[src/rtl/uart_arb_pkg.sv]
// uart_arb_pkg: shared state encoding and defaults for the UART TX arbiter
package uart_arb_pkg;
  typedef enum logic {IDLE = 1'b0, XFER = 1'b1} state_t;
  localparam int DEF_NREQ = 4;
  localparam int DEF_TIMEOUT = 255;
  localparam int IDLE_W = 16;
endpackage

[src/rtl/rr_pick.sv]
// rr_pick: combinational round-robin selector starting just after the last winner
module rr_pick #(
  parameter int N = 4,
  parameter int LGW = 2
) (
  input  logic [N-1:0]   i_req,
  input  logic [LGW-1:0] i_last,
  output logic [N-1:0]   o_gnt,
  output logic           o_valid
);
  localparam logic [N-1:0] ONE = N'(1);
  logic [N-1:0] w_bit;
  // scan farthest offset first so the nearest requester after i_last overrides
  always_comb begin
    o_gnt = '0;
    w_bit = '0;
    for (int k = N; k >= 1; k--) begin
      w_bit = ONE << ((int'(i_last) + k) % N);
      o_gnt = |(i_req & w_bit) ? w_bit : o_gnt;
    end
  end
  assign o_valid = |i_req;
endmodule

[src/rtl/uart_tx_arb.sv]
// uart_tx_arb: locks one byte-stream requester per packet onto the UART TX FIFO
module uart_tx_arb
  import uart_arb_pkg::*;
#(
  parameter int NREQ = DEF_NREQ,
  parameter int TIMEOUT = DEF_TIMEOUT
) (
  input  logic              PCLK,
  input  logic              PRESETn,
  input  logic              en,
  input  logic [NREQ-1:0]   req_valid,
  input  logic [NREQ*8-1:0] req_data,
  input  logic [NREQ-1:0]   req_last,
  output logic [NREQ-1:0]   req_ready,
  output logic              fifo_wr,
  output logic [7:0]        fifo_wdata,
  input  logic              fifo_full,
  output logic [NREQ-1:0]   grant,
  output logic              busy,
  output logic              pkt_done,
  output logic              pkt_abort
);
  localparam int LGW = $clog2(NREQ);
  state_t r_state, w_state;
  logic [NREQ-1:0] r_grant, w_grant, w_pick;
  logic [LGW-1:0] r_last, w_last, w_pick_idx;
  logic [IDLE_W-1:0] r_idle, w_idle;
  logic r_done, r_abort, w_done, w_abort;
  logic w_xfer, w_own_valid, w_own_last, w_pick_valid, w_timeout;
  logic [7:0] w_own_data;

  rr_pick #(.N(NREQ), .LGW(LGW)) u_pick (
    .i_req   (req_valid),
    .i_last  (r_last),
    .o_gnt   (w_pick),
    .o_valid (w_pick_valid)
  );

  assign w_xfer = r_state == XFER;
  assign w_own_valid = |(req_valid & r_grant);
  assign w_own_last = |(req_last & r_grant);
  assign w_timeout = w_xfer && r_idle == IDLE_W'(TIMEOUT);
  assign req_ready = (w_xfer && !fifo_full && !w_timeout) ? r_grant : '0;
  assign fifo_wr = w_xfer & w_own_valid & ~fifo_full & ~w_timeout;
  assign fifo_wdata = w_xfer ? w_own_data : 8'h00;
  assign grant = r_grant;
  assign busy = w_xfer;
  assign pkt_done = r_done;
  assign pkt_abort = r_abort;

  // owner byte mux and index of the arbitration winner
  always_comb begin
    w_own_data = '0;
    w_pick_idx = '0;
    for (int k = 0; k < NREQ; k++) begin
      w_own_data = r_grant[k] ? req_data[8*k +: 8] : w_own_data;
      w_pick_idx = w_pick[k] ? LGW'(k) : w_pick_idx;
    end
  end

  // next state: grant from IDLE, release on the last byte or on owner idleness
  always_comb begin
    w_state = r_state;
    w_grant = r_grant;
    w_last = r_last;
    w_idle = r_idle;
    w_done = 1'b0;
    w_abort = 1'b0;
    if (!w_xfer) begin
      if (en && w_pick_valid) begin
        w_state = XFER;
        w_grant = w_pick;
        w_last = w_pick_idx;
        w_idle = '0;
      end
    end else if (fifo_wr && w_own_last) begin
      w_state = IDLE;
      w_grant = '0;
      w_idle = '0;
      w_done = 1'b1;
    end else if (w_timeout) begin
      w_state = IDLE;
      w_grant = '0;
      w_idle = '0;
      w_abort = 1'b1;
    end else begin
      w_idle = (w_own_valid || fifo_full) ? '0 : r_idle + IDLE_W'(1);
    end
  end

  // state and lock registers; reset drops any lock without a completion pulse
  always_ff @(posedge PCLK or negedge PRESETn) begin
    if (!PRESETn) begin
      r_state <= IDLE;
      r_grant <= '0;
      r_last <= LGW'(NREQ - 1);
      r_idle <= '0;
      r_done <= 1'b0;
      r_abort <= 1'b0;
    end else begin
      r_state <= w_state;
      r_grant <= w_grant;
      r_last <= w_last;
      r_idle <= w_idle;
      r_done <= w_done;
      r_abort <= w_abort;
    end
  end
endmodule

[config.mk]
export PLATFORM = sky130hd
export DESIGN_NAME = uart_tx_arb
export DESIGN_NICKNAME = d
export VERILOG_FILES = /design/src/rtl/uart_arb_pkg.sv /design/src/rtl/rr_pick.sv /design/src/rtl/uart_tx_arb.sv
export SDC_FILE = /design/constraint.sdc
export NUM_CORES = 1
export LEC_CHECK = 0
export ABC_AREA = 1
export BUFFER_PORTS_ARGS = -buffer_cell sky130_fd_sc_hd__buf_2
export CORE_MARGIN = 1
export CORE_UTILIZATION = 55
export DETAILED_ROUTE_END_ITERATION = 10
export GPL_ROUTABILITY_DRIVEN = 0
export PLACE_DENSITY_LB_ADDON = 0.25
export SKIP_LAST_GASP = 1
export SLEW_MARGIN = 0
export SYNTH_ARGS = -nofsm -noshare
export SYNTH_HDL_FRONTEND = slang
export SYNTH_SLANG_ARGS = --single-unit
[constraint.sdc]
create_clock -name PCLK -period 3.5 [get_ports PCLK]
set_clock_uncertainty 0.05 [all_clocks]
set_input_delay 0.35 -clock PCLK [delete_from_list [all_inputs] [get_ports PCLK]]
set_output_delay 0.35 -clock PCLK [all_outputs]
set_load 0.03 [all_outputs]
; ---- After elaboration in Yosys (flattened, before gate mapping)
; Cells that the tools add are included.
[word_totals]
reg_bits = 25
output_inout_bits = 20
word_cells = 86
[classes]
n_addsub = 5
eq_ne = 2
shifts = 4
mux = 31
bitwise_logic = 16
reduce_logical = 22
[op_table]
columns = cell, n
row1 = $shl A1 B32 Y4 const A, 4
row2 = $mux W16, 5
row3 = $mux W8, 5
row4 = $mux W4, 9
row5 = $reduce_or A4 Y1, 7
row6 = $and A4 B4 Y4, 6
row7 = $add A16 B1 Y16 const B, 1
row8 = $eq A16 B8 Y1 const B, 1
row9 = $mux W1, 10
row10 = $reduce_or A2 Y1, 4
row11 = $logic_and A1 B1 Y1, 5
row12 = $add A2 B1 Y2 const B, 2
row13 = $add A2 B2 Y2 const B, 2
row14 = $and A1 B1 Y1 const A, 4
row15 = $mux W2, 2
row16 = $reduce_and A2 Y1, 2
row17 = $and A1 B1 Y1, 3
row18 = $ne A3 B1 Y1 const B, 1
row19 = $not A1 Y1, 3
row20 = $logic_not A1 Y1, 2
row21 = $reduce_bool A2 Y1, 1
row22 = $logic_or A1 B1 Y1, 1

; ---- Longest topological paths before layout
; Gate-level depths: netlist (run 1).
[logic_depth]
ltp_word = 13
depth_mapped = 12
mapped_depth_nobuf = 11

; ---- By module
; A second synthesis (run 1) with hierarchy kept.
[unflattened]
hier_cells = 312
hier_area_um2 = 2053.2
[by_module_without_submodules]
columns = module, instances, cells_per_inst, area_each_um2, seq_area_each_um2
row1 = uart_tx_arb, 1, 251, 1776.7, 628.1
row2 = rr_pick, 1, 61, 276.5, 0.0

; ---- Least setup slack after synthesis (run 1)
; OpenSTA, ideal clock, no wires.
[synth_path]
path_type = register to output
startpoint = register r_grant[1], in the netlist grant[1]
endpoint = output fifo_wdata[0]
t_arrival_ns = 1.580
required_time_ns = 3.100
slack_ns = 1.520
path_stages_with_launch = 7
path_buffers = 1
cell_sequence = dfrtp_1 > buf_4 > clkinv_1 > nor2_1 > o21ai_0 > o21ai_0 > a21oi_1
[synth_via]
elab_chain_cells = 4
[synth_rtl]
columns = element, line_no
row1 = start: declaration, uart_tx_arb.sv:25  ; logic [NREQ-1:0] r_grant, w_grant, w_pick;
row2 = start signal: assignment, uart_tx_arb.sv:102  ; r_grant <= w_grant;
row3 = $mux W8 (3 in a row), uart_tx_arb.sv:56  ; w_own_data = r_grant[k] ? req_data[8*k +: 8] : w_own_data;
row4 = $mux W8, uart_tx_arb.sv:45  ; assign fifo_wdata = w_xfer ? w_own_data : 8'h00;
row5 = end: declaration, uart_tx_arb.sv:16  ; output logic [7:0] fifo_wdata,
; Every way passes these cells.

; ---- Worst setup path in the final report (run 1)
[layout_path]
startpoint = register r_idle[0]
endpoint = output fifo_wr
[layout_via]
elab_chain_cells = 4
[layout_rtl]
columns = element, line_no
row1 = start: declaration, uart_tx_arb.sv:27  ; logic [IDLE_W-1:0] r_idle, w_idle;
row2 = start signal: assignment, uart_tx_arb.sv:104  ; r_idle <= w_idle;
row3 = $eq A16 B8 Y1, uart_tx_arb.sv:42  ; assign w_timeout = w_xfer && r_idle == IDLE_W'(TIMEOUT);
row4 = $logic_and A1 B1 Y1, uart_tx_arb.sv:42
row5 = $not A1 Y1, uart_tx_arb.sv:44  ; assign fifo_wr = w_xfer & w_own_valid & ~fifo_full & ~w_timeout;
row6 = $and A1 B1 Y1, uart_tx_arb.sv:44
row7 = end: declaration, uart_tx_arb.sv:15  ; output logic fifo_wr,
; Every way passes these cells.

==> metrics.md, run 1 <==
| Metric | Value |
|---|---|
| FF+latch count, synth | `25` |
| Static leakage | `roughly 1.3 nW` |
| First-pass GRT wire length | `approximately 8800 um` |
| Cell variety after synth | `33` |
| Syn Nets | `362` |
| Max Root-Sink Buffers | `2` |
| Layout cells sized above 1 | `between 20 and 30%` |
| R2R Setup Slk | `~1.8 ns` |
| Post-synth top area cell | `dfrtp_1` |
| DRT antenna net count | `0` |
| Cells after Synth | `around 320` |
| Area growth syn-to-layout | `18.0%` |
| All-layer global routing usage | `a little over a quarter` |
| Worst Path Arrival | `~1.9 ns` |
| Post-CTS Setup Repair Bufs | `0` |
| Outcome | `finished, violations left` |
| Sequential Area | `about 630 sq um` |
| Largest net degree at the start of global routing | `26` |
| Top cell type's share of synthesized area | `27.9%` |
| GRT overflow | `0` |
| CTS root buf | `clkbuf_8` |
| Count leader, synth | `nand2_1` |
| FP Rows | `21` |
| F_max | `approximately 0.44 GHz` |
| Fin crit period | `~2.3 ns` |
| TNS Setup | `0 ns` |
| Post-synth EDFFs | `0` |
| Chip Width | `63.3 um` |
| TritonCTS clock tree | `done` |
| Port Buffers | `63` |
| Ports | `64` |
| Slowest cell delay on critical path | `roughly 0.42 ns` |
| Critical Path Source Type | `flop` |
| Vias in the first global route | `2042` |
| Die area | `~4000 sq um` |
| Final HPWL DP | `~4000 um` |
| Most frequent cells after synthesis | `78 x nand2_1, 35 x inv_1, 35 x nor2_1, 28 x o21ai_0, 23 x dfrtp_1` |
| Top_reg_cell synth | `dfrtp_1` |
| Max VDD drop | `0.383 mV` |
| Drt pass-1 iters | `4` |
| Seq pwr share | `roughly 28%` |
| Vias | `around 2300` |
| Area of the multi-input gates | `between 1000 and 1500 sq um` |
| Layout Cells excl Fill | `422` |
| Sequential cell area fraction in the yosys report | `30.4%` |
| Min Hold Slack | `-0.00133 ns` |
| Switching Power | `around 900 uW` |
| Reg clk slew, reported paths | `about 0.09 ns` |
| WL per Instance | `about 12 um` |
| Synth area leaders | `dfrtp_1 28%, nand2_1 14%, o21ai_0 6.8%, inv_1 6.4%, nor2_1 6.4%` |
| CP Class | `flop to primary output` |
| Fin crit share | `between 60% and 70%` |
| Power Dens Cells | `roughly 670 nW/um^2` |
| Crit-path cells | `ha_1 > nand3_4 > nor2_8 > a21oi_2 > nand2_1 > nor2_1 > buf_2` |
| Failing checks | `hold timing` |
| Final nets | `422` |
| Sink Count | `25` |
| WP data required | `3.10 ns` |
| Fill cells | `312` |
| Die height | `about 63 um` |
| CTS resizes | `0` |
| DRC violations left | `0` |
| # hold bufs at CTS | `0` |
| Clk pwr share | `a little over a tenth` |
| Logic gate share of total power | `61.1%` |
| Clock buffer count from CTS | `3` |
| H-Tree Depth | `1` |
| Core Region | `roughly 3500 sq um` |
| Final-report setup violation count | `0` |
| Final hold violations | `2` |
| Yosys warns | `0` |
| P_int | `738 uW` |
| Sw frac | `roughly 55%` |
| Cell count after placement | `418` |
| ANT cells | `0` |
| Clk Latency, worst-skew pair | `between 0.2 and 0.3 ns` |
| Max cap viols | `0` |
| Initial antenna violation count | `0` |
| Total Routed Length | `between 5000 and 6000 um` |
| Starting density of the core | `59.5%` |
| Slew Viols, Final | `0` |
| Initial DRC Count | `~140` |
| Least-Margin Pin Slew | `0.558 ns` |
| Worst slew margin | `a little over three fifths` |
| Worst-path fanout max | `5` |
| Async SR Flop Fraction | `100%` |
| RSZ-0062 raised after global routing | `no` |
| Crit end category | `primary output` |
| Mapped cell area | `2060 sq um` |
| Slowest-stage cell, CP | `dfrtp_1` |
| Syn Area/Cell | `6.51 sq um` |
| Post-DR vias/cell | `about 5.4` |
| Hold crit path type | `primary input to asynchronous set/reset pin` |
## cells by family (layout without fill, tap and decap cells)
family	after synthesis	in the layout	share of synthesized area, %
AND/OR/NAND/NOR	169	169	39.2
buffers and inverters	50	109	9.88
AO/OA/AOI/OAI	64	64	16.5
flip-flops	25	25	30.4
XOR/XNOR	8	8	3.39
adder cells (fa/ha/maj)	1	1	0.606
## cells in the final DEF, fill, tap and decap left out, types with 3 or more instances in the layout
master,netlist,final
o21ai_1,7,7
nand3_2,4,4
nor2_2,6,6
a21oi_1,21,21
nand2_1,78,78
xor2_1,8,8
nor2_1,35,35
dfrtp_1,23,23
o21ai_0,28,28
clkbuf_8,0,3
inv_2,5,5
nand2_2,6,6
nand4_1,11,11
nor3_1,7,7
nand3_1,16,16
inv_1,35,35
buf_2,1,63
## power groups by stage
stage / combinational, mW / clock [mW] / sequential, mW
final: 1.00 / 0.174 / 0.465
after global routing: 1.12 / 0.189 / 0.474
after CTS: 1.00 / 0.175 / 0.463
after detailed placement: 0.997 / 0 / 0.468
after global placement: 0.980 / 0 / 0.465
after floorplan: 0.799 / 0 / 0.433
## through the flow
| step | total power, mW | area, sq um | hold WS (ns) | utilization, % | setup WS, ns |
|---|---|---|---|---|---|
| after floorplan | 1.23 | 2060 | 0.00441 | - | 1.52 |
| after global routing | 1.79 | 2440 | 0.0454 | 70.2 | 1.03 |
| after global placement | 1.45 | 2390 | 0.313 | 68.9 | 1.60 |
| after detailed placement | 1.47 | 2390 | 0.320 | 68.9 | 1.54 |
| final | 1.64 | 2440 | -0.00133 | 70.2 | 1.23 |
| after CTS | 1.64 | 2440 | 0.0264 | 70.2 | 1.24 |
## registers in the layout, indices dropped and copies added (netlist names)
register   count
r_idle        16
grant          4
pkt_done       1
r_last         2
pkt_abort      1
busy           1
## final timing paths
check,cells past startpoint,to,from
max,7,fifo_wr,r_idle[0]$_DFFE_PN0P_
min,1,r_idle[8]$_DFFE_PN0P_,PRESETn
max reg2reg,5,r_idle[2]$_DFFE_PN0P_,busy$_DFF_PN0_
min reg2reg,1,r_idle[0]$_DFFE_PN0P_,r_idle[0]$_DFFE_PN0P_
max in group asynchronous,1,r_last[1]$_DFFE_PN1P_,PRESETn
min in group PCLK,4,pkt_done$_DFF_PN0_,fifo_full
## worst max-delay path: cells and delay by family, from the launching register on
family / cells / cell delay (ns)
AO/OA/AOI/OAI: 1 / 0.19
flip-flops: 1 / 0.42
buffers and inverters: 1 / 0.21
AND/OR/NAND/NOR: 4 / 0.51
adder cells (fa/ha/maj): 1 / 0.27
## layer usage
| metal | wire length (um) | GRT usage, % |
|---|---|---|
| met1 | 2390 | 35.6 |
| met2 | 2330 | 45.0 |
| met3 | 395 | 5.43 |
| met4 | 55 | 5.11 |
| met5 | 0 | 0 |
## area by class of cell
cell class              count  share of cell area [%]
flip-flops and latches     25                    25.8
multi-input cells         242                    50.6
clock buffers               4                    1.85
repair buffers             63                    12.9
well taps                  46                    2.36
inverters                  42                    6.47
(Power assumes the default switching activity.)
==> run 2: changes to the inputs <==
--- a/config.mk
+++ b/config.mk
@@ -8,7 +8,7 @@
 export ABC_AREA = 1
 export BUFFER_PORTS_ARGS = -buffer_cell sky130_fd_sc_hd__buf_2
 export CORE_MARGIN = 1
-export CORE_UTILIZATION = 55
+export CORE_UTILIZATION = 52
 export DETAILED_ROUTE_END_ITERATION = 10
 export GPL_ROUTABILITY_DRIVEN = 0
 export PLACE_DENSITY_LB_ADDON = 0.25
==> constraint.sdc (replaced) <==
create_clock -name PCLK -period 2.4 [get_ports PCLK]
set_clock_uncertainty 0.05 [all_clocks]
set_input_delay 0.24 -clock PCLK [delete_from_list [all_inputs] [get_ports PCLK]]
set_output_delay 0.24 -clock PCLK [all_outputs]
set_load 0.03 [all_outputs]
==> run 2 against run 1 <==
Effect of this change:
- the flow now finishes without violations
- sequential power up 37%
- worst setup slack worse by 0.98 ns
- total power up 46%
- hold slack better by 0.21 ns
- clock power up 39%
- sequential share of layout area down 0.21 points
- combinational power up 52%
- largest power group unchanged
- core utilization down 4.6 points
- via count down 1.2%
- sequential cell count unchanged
- count of clock-buffer cells in the layout unchanged
- critical endpoint is now req_ready[3]
- largest cell class unchanged
==> metrics.md, run 2 (synthesis gave the netlist of run 1 again) <==
| Metric | Value |
|---|---|
| Worst-path fanout max | `5 (unchanged)` |
| RSZ-0062 raised after global routing | `no` |
| Starting density of the core | `55.1% (-4.4 points)` |
| Power Dens Cells | `977 nW/um^2 (+45%)` |
| Hold crit path type | `primary input to flop` |
| CP Class | `flop to primary output` |
| Final nets | `424 (+0.47%)` |
| Fin area | `2460 sq um (+0.82%)` |
| Post-CTS Setup Repair Bufs | `0 (unchanged)` |
| Vias in the first global route | `1883 (-7.8%)` |
| Die area | `4230 sq um (+5.6%)` |
| Most frequent cells in the layout | `78 x nand2_1, 63 x buf_2, 35 x inv_1, 35 x nor2_1, 28 x o21ai_0` |
| Core Region | `3740 sq um (+7.9%)` |
| Design Power | `2.40 mW (+46%)` |
| Drt pass-1 iters | `5 (+1)` |
| First-pass GRT wire length | `8210 um (-6.2%)` |
| Critical Path Source Type | `flop` |
| Worst Hold End | `pkt_done$_DFF_PN0_` |
| Slew Viols, Final | `0 (unchanged)` |
| WP data required | `2.11 ns (-0.99 ns)` |
| Crit end category | `primary output` |
| R2R Setup Slk | `0.72 ns (-1.03 ns)` |
| R2r startpoint | `grant[0]$_DFFE_PN0P_` |
| Worst Path Arrival | `1.86 ns (about the same)` |
| DRC violations left | `0 (unchanged)` |
| Post-DR vias/cell | `5.25 (-2.2%)` |
| All-layer global routing usage | `24.6% (-2.1 points)` |
| Hold Path Origin | `fifo_full` |
| Path depth of the worst reg2reg path | `7 (+2)` |
| GRT overflow | `0 (unchanged)` |
| Clock buffer count from CTS | `3 (unchanged)` |
| DRT antenna net count | `0 (unchanged)` |
| Largest net degree at the start of global routing | `26 (unchanged)` |
| Ports | `64 (unchanged)` |
| Layout cells sized above 1 | `25.7% (+0.13 points)` |
| WL per Instance | `11.7 um (-4.7%)` |
| Fin util | `65.6% (-4.6 points)` |
| Chip Width | `65.0 um (+2.8%)` |
| Hold Crit Depth | `4` |
| FP Rows | `22 (+4.8%)` |
| Post-Place Setup Slack | `0.541 ns (-1.00 ns)` |
| TritonCTS clock tree | `done` |
| Die height | `65.0 um (+2.8%)` |
| Least-Margin Pin Slew | `0.527 ns (-0.0312 ns)` |
| Final HPWL DP | `3910 um (+0.17%)` |
| RR Endpoint | `r_idle[7]$_DFFE_PN0P_` |
| Reg clk slew, reported paths | `0.08 ns (about the same)` |
| Fill cells | `369 (+18%)` |
| Outcome | `complete, no violations` |
| Static leakage | `1.32 nW (+0.66%)` |
| CP Launch Point | `r_idle[0]$_DFFE_PN0P_` |
| Area growth syn-to-layout | `19.0%` |
| Port Buffers | `63 (unchanged)` |
| Sink Count | `25 (unchanged)` |
| Met2 Track Usage GR | `41.8% (-3.2 points)` |
| Most common cell after layout, fill and taps aside | `nand2_1` |
| Max VDD drop | `0.642 mV (+67%)` |
| Fin crit period | `2.15 ns` |
| Initial antenna violation count | `0 (unchanged)` |
| ANT cells | `0 (unchanged)` |
| Largest register by flop count | `r_idle` |
| Met3 Resource Use GR | `5.11% (-0.33 points)` |
| Max cap viols | `0 (unchanged)` |
| Setup WS post-layout | `0.251 ns (-0.977 ns)` |
| Max Root-Sink Buffers | `2 (unchanged)` |
| Max reg flops | `16 (unchanged)` |
| H-Tree Depth | `1 (unchanged)` |
| Initial DRC Count | `149 (+8.0%)` |
| CTS resizes | `0 (unchanged)` |
| Total Routed Length | `4970 um (-3.8%)` |
| TNS Setup | `0 ns (unchanged)` |
| CTS root buf | `clkbuf_8` |
| DP Area | `2400 sq um (+0.42%)` |
| Vias | `2237 (-1.2%)` |
| Met1 Resource Use GR | `33.3% (-2.3 points)` |
| Fin crit share | `about nine tenths` |
| Final-report setup violation count | `0 (unchanged)` |
| F_max | `approximately 0.47 GHz` |
| GRT busiest layer | `met2` |
| Final hold violations | `0 (-2)` |
| Worst slew margin | `64.9% (+2.1 points)` |
| Clk Latency, worst-skew pair | `0.26 ns (about the same)` |
[run 2: cell types whose count changed in the layout (fill, tap and decap cells not counted)]
cell           before  now
buf_4               0    1
dlygate4sd3_1       0    1
[run 2: per-layer routing]
layer  part of all wire, %  wire [um]
met3                   8.3        415
met4                  0.36         18
met5                     0          0
met1                    46       2270
met2                    46       2270
[run 2: how the worst max path moves through the flow]
stage | to | slack (ns) | cells past startpoint
after CTS | req_ready[3] | 0.24 | 7
after global placement | req_ready[3] | 0.57 | 7
after global routing | req_ready[3] | 0.05 | 7
after detailed placement | req_ready[3] | 0.54 | 7
final | req_ready[3] | 0.25 | 7
after floorplan | fifo_wdata[0] | 0.53 | 6
[run 2: stage by stage]
| step | hold slack (ns) | cells |
|---|---|---|
| 6_report | 0.208 | 426 |
| 2_1_floorplan | -0.106 | 317 |
| 4_1_cts | 0.213 | 426 |
| 5_1_grt | 0.230 | 426 |
| 3_3_place_gp | 0.205 | 421 |
| 3_5_place_dp | 0.205 | 421 |
[run 2: layout make-up]
cell class	count	area, sq um	share of cell area, %
multi-input cells	242	1230	50.2
repair buffers	65	333	13.6
flip-flops and latches	25	628	25.6
clock buffers	4	45.0	1.83
well taps	48	60.1	2.45
inverters	42	158	6.42
[run 2: report_power, final]
part	internal [mW]	total [mW]	switching [mW]
Combinational	0.468	1.52	1.05
Clock	0.119	0.242	0.123
Sequential	0.503	0.638	0.135
Total	1.09	2.40	1.31
[run 2: timing repair]
item | in CTS | in global routing
hold buffers | 1 | 0
hold endpoints to repair | 23 | 0
endpoints found under the setup margin | 0 | 0
[run 2: worst max-delay path: stages (launching register included)]
cell     delay (ns)
dfrtp_1        0.42
ha_1           0.26
nand3_4        0.14
nor2_8         0.06
a21oi_2        0.20
nand2_1        0.18
nor2_1         0.13
buf_2          0.21
